[config.mk]
export PLATFORM = sky130hd
export DESIGN_NAME = fdl_lock_ctrl_flat
export DESIGN_NICKNAME = d
export VERILOG_FILES = /design/src/rtl/fdl_lock_ctrl_if.sv /design/src/rtl/fdl_lock_ctrl.sv /design/src/flat_wrapper.sv
export SDC_FILE = /design/constraint.sdc
export NUM_CORES = 1
export LEC_CHECK = 0
export ABC_CLOCK_PERIOD_IN_PS = 3740
export CAP_MARGIN = 0
export CORE_AREA = 2 2 64 66
export CTS_CLUSTER_SIZE = 28
export DETAILED_ROUTE_END_ITERATION = 10
export DIE_AREA = 0 0 66 68
export PLACE_DENSITY = 0.74
export SLEW_MARGIN = 20
export SYNTH_ARGS = -nofsm -noshare
export SYNTH_HDL_FRONTEND = slang
export SYNTH_SLANG_ARGS = --single-unit
[constraint.sdc]
create_clock -name clk_in -period 3.74 [get_ports clk_in]
set_clock_uncertainty 0.05 [all_clocks]
set_input_delay 0.561 -clock clk_in [delete_from_list [all_inputs] [get_ports clk_in]]
set_output_delay 0.561 -clock clk_in [all_outputs]
set_load 0.01 [all_outputs]
[src/rtl/fdl_lock_ctrl_if.sv]
// Control/status bundle between the FMDLL phase detector, coarse line and the
// fine-delay-line lock controller.
interface fdl_lock_ctrl_if;
    logic       en;
    logic       pd_up;
    logic       pd_dn;
    logic       cdl_max;
    logic       cdl_min;
    logic [5:0] fdl_q;
    logic       cdl_inc;
    logic       cdl_dec;
    logic       locked;
    logic       at_limit;

    modport master (
        output en, pd_up, pd_dn, cdl_max, cdl_min,
        input  fdl_q, cdl_inc, cdl_dec, locked, at_limit
    );

    modport slave (
        input  en, pd_up, pd_dn, cdl_max, cdl_min,
        output fdl_q, cdl_inc, cdl_dec, locked, at_limit
    );
endinterface

[src/rtl/fdl_lock_ctrl.sv]
// Fine delay line lock controller: steps a 6-tap thermometer code from phase
// detector decisions, carries/borrows into the coarse line and tracks lock.
module fdl_lock_ctrl #(
    parameter int INIT_CODE  = 3,
    parameter int SETTLE_CYC = 8,
    parameter int LOCK_REV   = 4,
    parameter int UNLOCK_RUN = 6
) (
    input  logic          clk_in,
    input  logic          rst,
    fdl_lock_ctrl_if.slave bus
);

    localparam logic [2:0] LP_INIT        = 3'(INIT_CODE);
    localparam logic [7:0] LP_SETTLE_LAST = 8'(SETTLE_CYC - 1);
    localparam logic [3:0] LP_LOCK_REV    = 4'(LOCK_REV);
    localparam logic [3:0] LP_UNLOCK_RUN  = 4'(UNLOCK_RUN);

    typedef enum logic [1:0] {
        ST_IDLE   = 2'd0,
        ST_SAMPLE = 2'd1,
        ST_SETTLE = 2'd2
    } state_t;

    typedef enum logic [1:0] {
        DIR_NONE = 2'd0,
        DIR_UP   = 2'd1,
        DIR_DN   = 2'd2
    } dir_t;

    function automatic logic [5:0] therm(input logic [2:0] n);
        logic [5:0] q;
        case (n)
            3'd0:    q = 6'h00;
            3'd1:    q = 6'h01;
            3'd2:    q = 6'h03;
            3'd3:    q = 6'h07;
            3'd4:    q = 6'h0F;
            3'd5:    q = 6'h1F;
            3'd6:    q = 6'h3F;
            default: q = 6'h3F;
        endcase
        return q;
    endfunction

    function automatic logic [3:0] sat_inc(input logic [3:0] v);
        return (v == 4'hF) ? v : v + 4'd1;
    endfunction

    state_t     r_state;
    dir_t       r_last_dir;
    logic [2:0] r_n;
    logic [5:0] r_fdl_q;
    logic [7:0] r_settle_cnt;
    logic [3:0] r_rev_cnt;
    logic [3:0] r_run_cnt;
    logic       r_inc;
    logic       r_dec;
    logic       r_locked;
    logic       r_at_limit;

    logic       w_step;
    logic [2:0] w_n_next;
    logic       w_carry;
    logic       w_borrow;
    logic       w_blocked;
    dir_t       w_dir;
    logic [3:0] w_rev_next;
    logic [3:0] w_run_next;
    logic       w_lock_set;
    logic       w_lock_clr;

    // Next tap count and coarse-line handoff for a step taken this cycle
    always_comb begin
        w_step    = (r_state == ST_SAMPLE) && (bus.pd_up ^ bus.pd_dn);
        w_n_next  = r_n;
        w_carry   = 1'b0;
        w_borrow  = 1'b0;
        w_blocked = 1'b0;
        if (bus.pd_up) begin
            if (r_n < 3'd6) begin
                w_n_next = r_n + 3'd1;
            end else if (!bus.cdl_max) begin
                w_n_next = 3'd0;
                w_carry  = 1'b1;
            end else begin
                w_blocked = 1'b1;
            end
        end else begin
            if (r_n > 3'd0) begin
                w_n_next = r_n - 3'd1;
            end else if (!bus.cdl_min) begin
                w_n_next = 3'd6;
                w_borrow = 1'b1;
            end else begin
                w_blocked = 1'b1;
            end
        end
    end

    // Direction history: reversals build lock, long same-direction runs break it
    always_comb begin
        w_dir      = bus.pd_up ? DIR_UP : DIR_DN;
        w_rev_next = r_rev_cnt;
        w_run_next = r_run_cnt;
        w_lock_set = 1'b0;
        w_lock_clr = 1'b0;
        if (r_last_dir == DIR_NONE) begin
            w_run_next = 4'd1;
        end else if (w_dir != r_last_dir) begin
            w_rev_next = sat_inc(r_rev_cnt);
            w_run_next = 4'd1;
            w_lock_set = (w_rev_next >= LP_LOCK_REV);
        end else begin
            w_run_next = sat_inc(r_run_cnt);
            w_rev_next = 4'd0;
            w_lock_clr = (w_run_next >= LP_UNLOCK_RUN);
        end
    end

    // Control FSM with registered code, pulses and status
    always_ff @(posedge clk_in or posedge rst) begin
        if (rst) begin
            r_state      <= ST_IDLE;
            r_last_dir   <= DIR_NONE;
            r_n          <= LP_INIT;
            r_fdl_q      <= therm(LP_INIT);
            r_settle_cnt <= 8'd0;
            r_rev_cnt    <= 4'd0;
            r_run_cnt    <= 4'd0;
            r_inc        <= 1'b0;
            r_dec        <= 1'b0;
            r_locked     <= 1'b0;
            r_at_limit   <= 1'b0;
        end else begin
            r_inc <= 1'b0;
            r_dec <= 1'b0;
            case (r_state)
                ST_IDLE: begin
                    r_state <= bus.en ? ST_SAMPLE : ST_IDLE;
                end
                ST_SAMPLE: begin
                    if (w_step) begin
                        r_n          <= w_n_next;
                        r_fdl_q      <= therm(w_n_next);
                        r_inc        <= w_carry;
                        r_dec        <= w_borrow;
                        r_at_limit   <= w_blocked;
                        r_last_dir   <= w_dir;
                        r_rev_cnt    <= w_rev_next;
                        r_run_cnt    <= w_run_next;
                        r_settle_cnt <= 8'd0;
                        r_state      <= ST_SETTLE;
                        if (w_lock_set) begin
                            r_locked <= 1'b1;
                        end else if (w_lock_clr) begin
                            r_locked <= 1'b0;
                        end else begin
                            r_locked <= r_locked;
                        end
                    end else begin
                        r_state <= ST_SAMPLE;
                    end
                end
                ST_SETTLE: begin
                    if (r_settle_cnt == LP_SETTLE_LAST) begin
                        r_settle_cnt <= 8'd0;
                        r_state      <= ST_SAMPLE;
                    end else begin
                        r_settle_cnt <= r_settle_cnt + 8'd1;
                    end
                end
                default: begin
                    r_state <= ST_IDLE;
                end
            endcase
            // Disable wins over any transition; an in-flight step has already been applied above
            if (!bus.en) begin
                r_state    <= ST_IDLE;
                r_locked   <= 1'b0;
                r_last_dir <= DIR_NONE;
            end
        end
    end

    assign bus.fdl_q    = r_fdl_q;
    assign bus.cdl_inc  = r_inc;
    assign bus.cdl_dec  = r_dec;
    assign bus.locked   = r_locked;
    assign bus.at_limit = r_at_limit;

endmodule

[src/flat_wrapper.sv]
// flat-port wrapper written by rule: the top's interface ports become plain ports
module fdl_lock_ctrl_flat 
#(
    parameter int INIT_CODE  = 3,
    parameter int SETTLE_CYC = 8,
    parameter int LOCK_REV   = 4,
    parameter int UNLOCK_RUN = 6
)
  (clk_in, rst, bus_en, bus_pd_up, bus_pd_dn, bus_cdl_max, bus_cdl_min, bus_fdl_q, bus_cdl_inc, bus_cdl_dec, bus_locked, bus_at_limit);
  fdl_lock_ctrl_if bus_i ();
  input  logic clk_in;
  input  logic rst;
  input wire logic [$bits(bus_i.en)-1:0] bus_en;
  input wire logic [$bits(bus_i.pd_up)-1:0] bus_pd_up;
  input wire logic [$bits(bus_i.pd_dn)-1:0] bus_pd_dn;
  input wire logic [$bits(bus_i.cdl_max)-1:0] bus_cdl_max;
  input wire logic [$bits(bus_i.cdl_min)-1:0] bus_cdl_min;
  output wire logic [$bits(bus_i.fdl_q)-1:0] bus_fdl_q;
  output wire logic [$bits(bus_i.cdl_inc)-1:0] bus_cdl_inc;
  output wire logic [$bits(bus_i.cdl_dec)-1:0] bus_cdl_dec;
  output wire logic [$bits(bus_i.locked)-1:0] bus_locked;
  output wire logic [$bits(bus_i.at_limit)-1:0] bus_at_limit;
  assign bus_i.en = bus_en;
  assign bus_i.pd_up = bus_pd_up;
  assign bus_i.pd_dn = bus_pd_dn;
  assign bus_i.cdl_max = bus_cdl_max;
  assign bus_i.cdl_min = bus_cdl_min;
  assign bus_fdl_q = bus_i.fdl_q;
  assign bus_cdl_inc = bus_i.cdl_inc;
  assign bus_cdl_dec = bus_i.cdl_dec;
  assign bus_locked = bus_i.locked;
  assign bus_at_limit = bus_i.at_limit;
  fdl_lock_ctrl #(.INIT_CODE(INIT_CODE), .SETTLE_CYC(SETTLE_CYC), .LOCK_REV(LOCK_REV), .UNLOCK_RUN(UNLOCK_RUN)) u_core (.clk_in(clk_in), .rst(rst), .bus(bus_i));
endmodule
==> Flow_metrics.wiki <==
{| class="wikitable"
! Metric !! Value
|-
| Area grow syn2layout || 15.9%
|-
| R2R cell count || 7
|-
| Cell row count || 23
|-
| Number of distinct library cell variants in the gate-level netlist after synthesis || 51
|-
| Delay of the slowest cell on the worst path || about 760 ps
|-
| Width of the die || roughly 66 um
|-
| Type of the worst min-delay path || reg -> reg
|-
| Arrival time of data at the critical path endpoint || around 2600 ps
|-
| Antenna Cells || 0
|-
| Wire length per cell || 13.0 um
|-
| Global routing usage summed across all routing layers || 0.179
|-
| Tightest slew margin relative to the limit || 0.522
|-
| Number of global-route vias before repair || 1361
|-
| Floorplan core area || 0.00386 mm^2
|-
| Register clock-pin slew on the reported worst setup and hold paths || approximately 70 ps
|-
| Final max-slew violation count || 0
|-
| Worst VDD drop || approximately 0.29 mV
|-
| Setup Buffers After CTS || 0
|-
| Ordered list of cells on the worst path || clkdlybuf4s50_1 > xor2_1 > nand2_1 > buf_4 > nor3_2 > nand2b_1 > a211o_1
|-
| Post-detail-place hpwl || 2.42 mm
|-
| End of the worst hold path || u_core.bus.at_limit
|-
| Result of the run || finished, final reports clean
|-
| Number of register bits inferred by synthesis || 33
|-
| Netlist Area Pre-Place || approximately 0.0018 mm^2
|-
| Count of H-tree levels built during CTS || 2
|-
| Global-route met1 utilization || 0.237
|-
| Clock tree sinks || 33
|-
| Cell type of the slowest stage on the worst timing path || clkdlybuf4s50_1
|-
| Crit path max fanout || 14
|-
| CP Buf/Inv Count || 2
|-
| Die height || around 68 um
|-
| CP Launch Type || input port
|-
| Global-route met2 utilization || 0.271
|-
| Layout cell share with drive strength beyond 1 || 0.104
|-
| Worst-margin pin slew || 713 ps
|-
| Register-to-Register Setup Slack || around 1400 ps
|-
| Met3 layer usage reported by global route || 0.0477
|-
| Initial antenna violation count || 0
|-
| Most used flip-flop cell after synthesis || dfrtp_1
|-
| Hold path start || u_core.bus.at_limit
|-
| Family of cells with the greatest summed delay on the critical path || buffers and inverters
|-
| Most frequent cell after synthesis || dfrtp_1
|-
| Syn avg cell area || approximately 9.5 um^2
|-
| EDFF count, synth || 0
|-
| Global placement routability congestion || 0.769
|-
| Via count || between 1000 and 1500
|-
| Leakage dissipation || about 0.00092 uW
|-
| Initial Utilization || 0.473
|-
| Post-synthesis net count || 205
|-
| Number of nets with antenna violations after detailed routing || 0
|-
| Clock tree from TritonCTS || built
|-
| Setup repair after global routing missed its margin || no
|-
| Number of max-cap violations || 0
|-
| Pwr dens || between 500 and 600 mW/mm^2
|-
| Initial detailed-routing violation count || 69
|-
| Clock tree root driver cell || clkbuf_8
|-
| Main area contributors after synthesis || dfrtp_1 38%, dfstp_2 7.2%, nand2_1 4.5%, o21ai_0 4.4%, ha_1 4.1%
|-
| Capture point of the worst reg-to-reg path || u_core.bus.fdl_q[0]
|-
| Clock buffers created by TritonCTS || 5
|-
| Post-synthesis sequential area ratio || 0.456
|-
| Nets || 224
|-
| CP Class || in -> reg
|-
| Post-route worst hold slack || 435 ps
|-
| Clock insertion delay at the later pin of the skew report || roughly 280 ps
|-
| Cell type with the largest total area after synthesis || dfrtp_1
|-
| Maximum count of clock buffers along a single path || 2
|-
| Wirelength, routed || between 3 and 4 mm
|-
| First drt pass iteration count || 4
|-
| Hold Buf Count CTS || 0
|-
| Peak-usage layer in the global routing report || met2
|-
| Top cell type's share of synthesized area || 0.384
|-
| CTS-repair resized insts || 0
|-
| Post-Syn Instances || around 190
|-
| Yosys Warn Count || 0
|-
| Start of the worst register-to-register path || u_core.r_n[1]
|-
| Setup Total Neg Slack || 0 ps
|-
| Minimum clock period after layout || 2470 ps
|-
| Depth of the worst hold-timing path || 2
|-
| Required time of the critical path || a little under 4000 ps
|-
| Worst setup EP type || register
|-
| Number of I/O pins || 17
|-
| Mean number of vias per cell || 5.57
|-
| DRC violations left || 0
|-
| Share of flip-flops with an asynchronous set or reset || 1.00
|-
| First-pass GRT wire length || 6.05 mm
|-
| Final hold viol count || 0
|-
| Overflow after GRT || 0
|-
| Die area || approximately 0.0045 mm^2
|-
| Number of input and output port buffers inserted || 16
|-
| Final setup violating endpoints || 0
|-
| Pin count of the biggest net entering global routing || 34
|-
| Synth top cells by count || 28 x dfrtp_1, 22 x nand2_1, 16 x o21ai_0, 14 x a21oi_1, 14 x nor2_1
|-
| Tcrit/Tclk final || 0.660
|-
| Max Clk Rate || 0.405 GHz
|}
[cell usage in the layout, fill, tap and decap left out, types with 3 or more instances in the layout]
| cell type | netlist | layout |
|---|---|---|
| dfrtp_1 | 28 | 28 |
| nand2_1 | 22 | 22 |
| o21ai_0 | 16 | 16 |
| clkdlybuf4s50_1 | 0 | 16 |
| a21oi_1 | 14 | 14 |
| nor2_1 | 14 | 14 |
| nand2b_1 | 7 | 7 |
| inv_1 | 6 | 6 |
| ha_1 | 6 | 6 |
| clkbuf_8 | 0 | 6 |
| and3_1 | 5 | 5 |
| nand3_1 | 5 | 5 |
| dfstp_2 | 5 | 5 |
| nor2b_1 | 4 | 4 |
| xor2_1 | 3 | 3 |
| o21a_1 | 3 | 3 |
| o21ai_1 | 3 | 3 |
[worst max-delay path by stage]
| stage | from | endpoint | cells past startpoint |
|---|---|---|---|
| global route | bus_pd_up | u_core.bus.fdl_q[0] | 7 |
| detailed placement | bus_pd_up | u_core.bus.fdl_q[0] | 7 |
| floorplan | u_core.r_n[1] | u_core.bus.fdl_q[0] | 7 |
| finish | bus_pd_up | u_core.bus.fdl_q[0] | 7 |
| CTS | bus_pd_up | u_core.bus.fdl_q[0] | 7 |
| global placement | bus_pd_up | u_core.bus.fdl_q[0] | 7 |
[cells by family after synthesis]
kind of cell / share of synthesized area
DFF: 0.456
and+or+nand+nor: 0.214
muxes: 0.0233
AOI/OAI and AO/OA: 0.213
xor gates and xnor gates: 0.0192
buffers and inverters: 0.0329
adders and majority gates: 0.0412
[flip-flops by register name (all words and copies together) (netlist names)]
signal               count
u_core.bus.cdl_dec       1
u_core.bus.at_limit      1
u_core.bus.fdl_q         6
u_core.r_last_dir        2
u_core.r_run_cnt         4
u_core.r_state           2
u_core.bus.cdl_inc       1
u_core.bus.locked        1
u_core.r_n               3
u_core.r_settle_cnt      8
u_core.r_rev_cnt         4
[stage by stage]
step                cells  total power, uW  setup slack, ps   util  instance area (um^2)
global placement      254              963             1060  0.525                  2020
detailed placement    254              971              993  0.525                  2020
global route          262             1330             1050  0.548                  2110
floorplan             192              827             1670      -                  1820
CTS                   262             1250             1280  0.548                  2110
finish                262             1240             1270  0.548                  2110
[worst min-delay path, stage by stage, from the launching register on]
cell     delay [ps]
dfrtp_1         340
nand2_1          50
o21ai_0          60
[per-layer routing]
metal	vias up	share of wire	wire (um)
met5	-	0	0
met3	4	0.039	134
met1	688	0.50	1690
li1	736	-	-
met2	31	0.45	1520
met4	0	0.018	62
[power by group]
group	internal [uW]	total, uW	leakage (uW)	switching [uW]
combinational	221	421	0.000447	201
clock	150	275	0.0000455	125
sequential	457	543	0.000426	85.8
[cell type report]
cell class                 instances  area, um^2
inverter                           6        22.5
fill                             355        1740
sequential                        33         832
multi-input combinational        147         932
clock buffer                       8        90.1
timing repair buffer              18         175
tap                               50        62.6
Note: power is estimated with default switching activity, not from simulation.
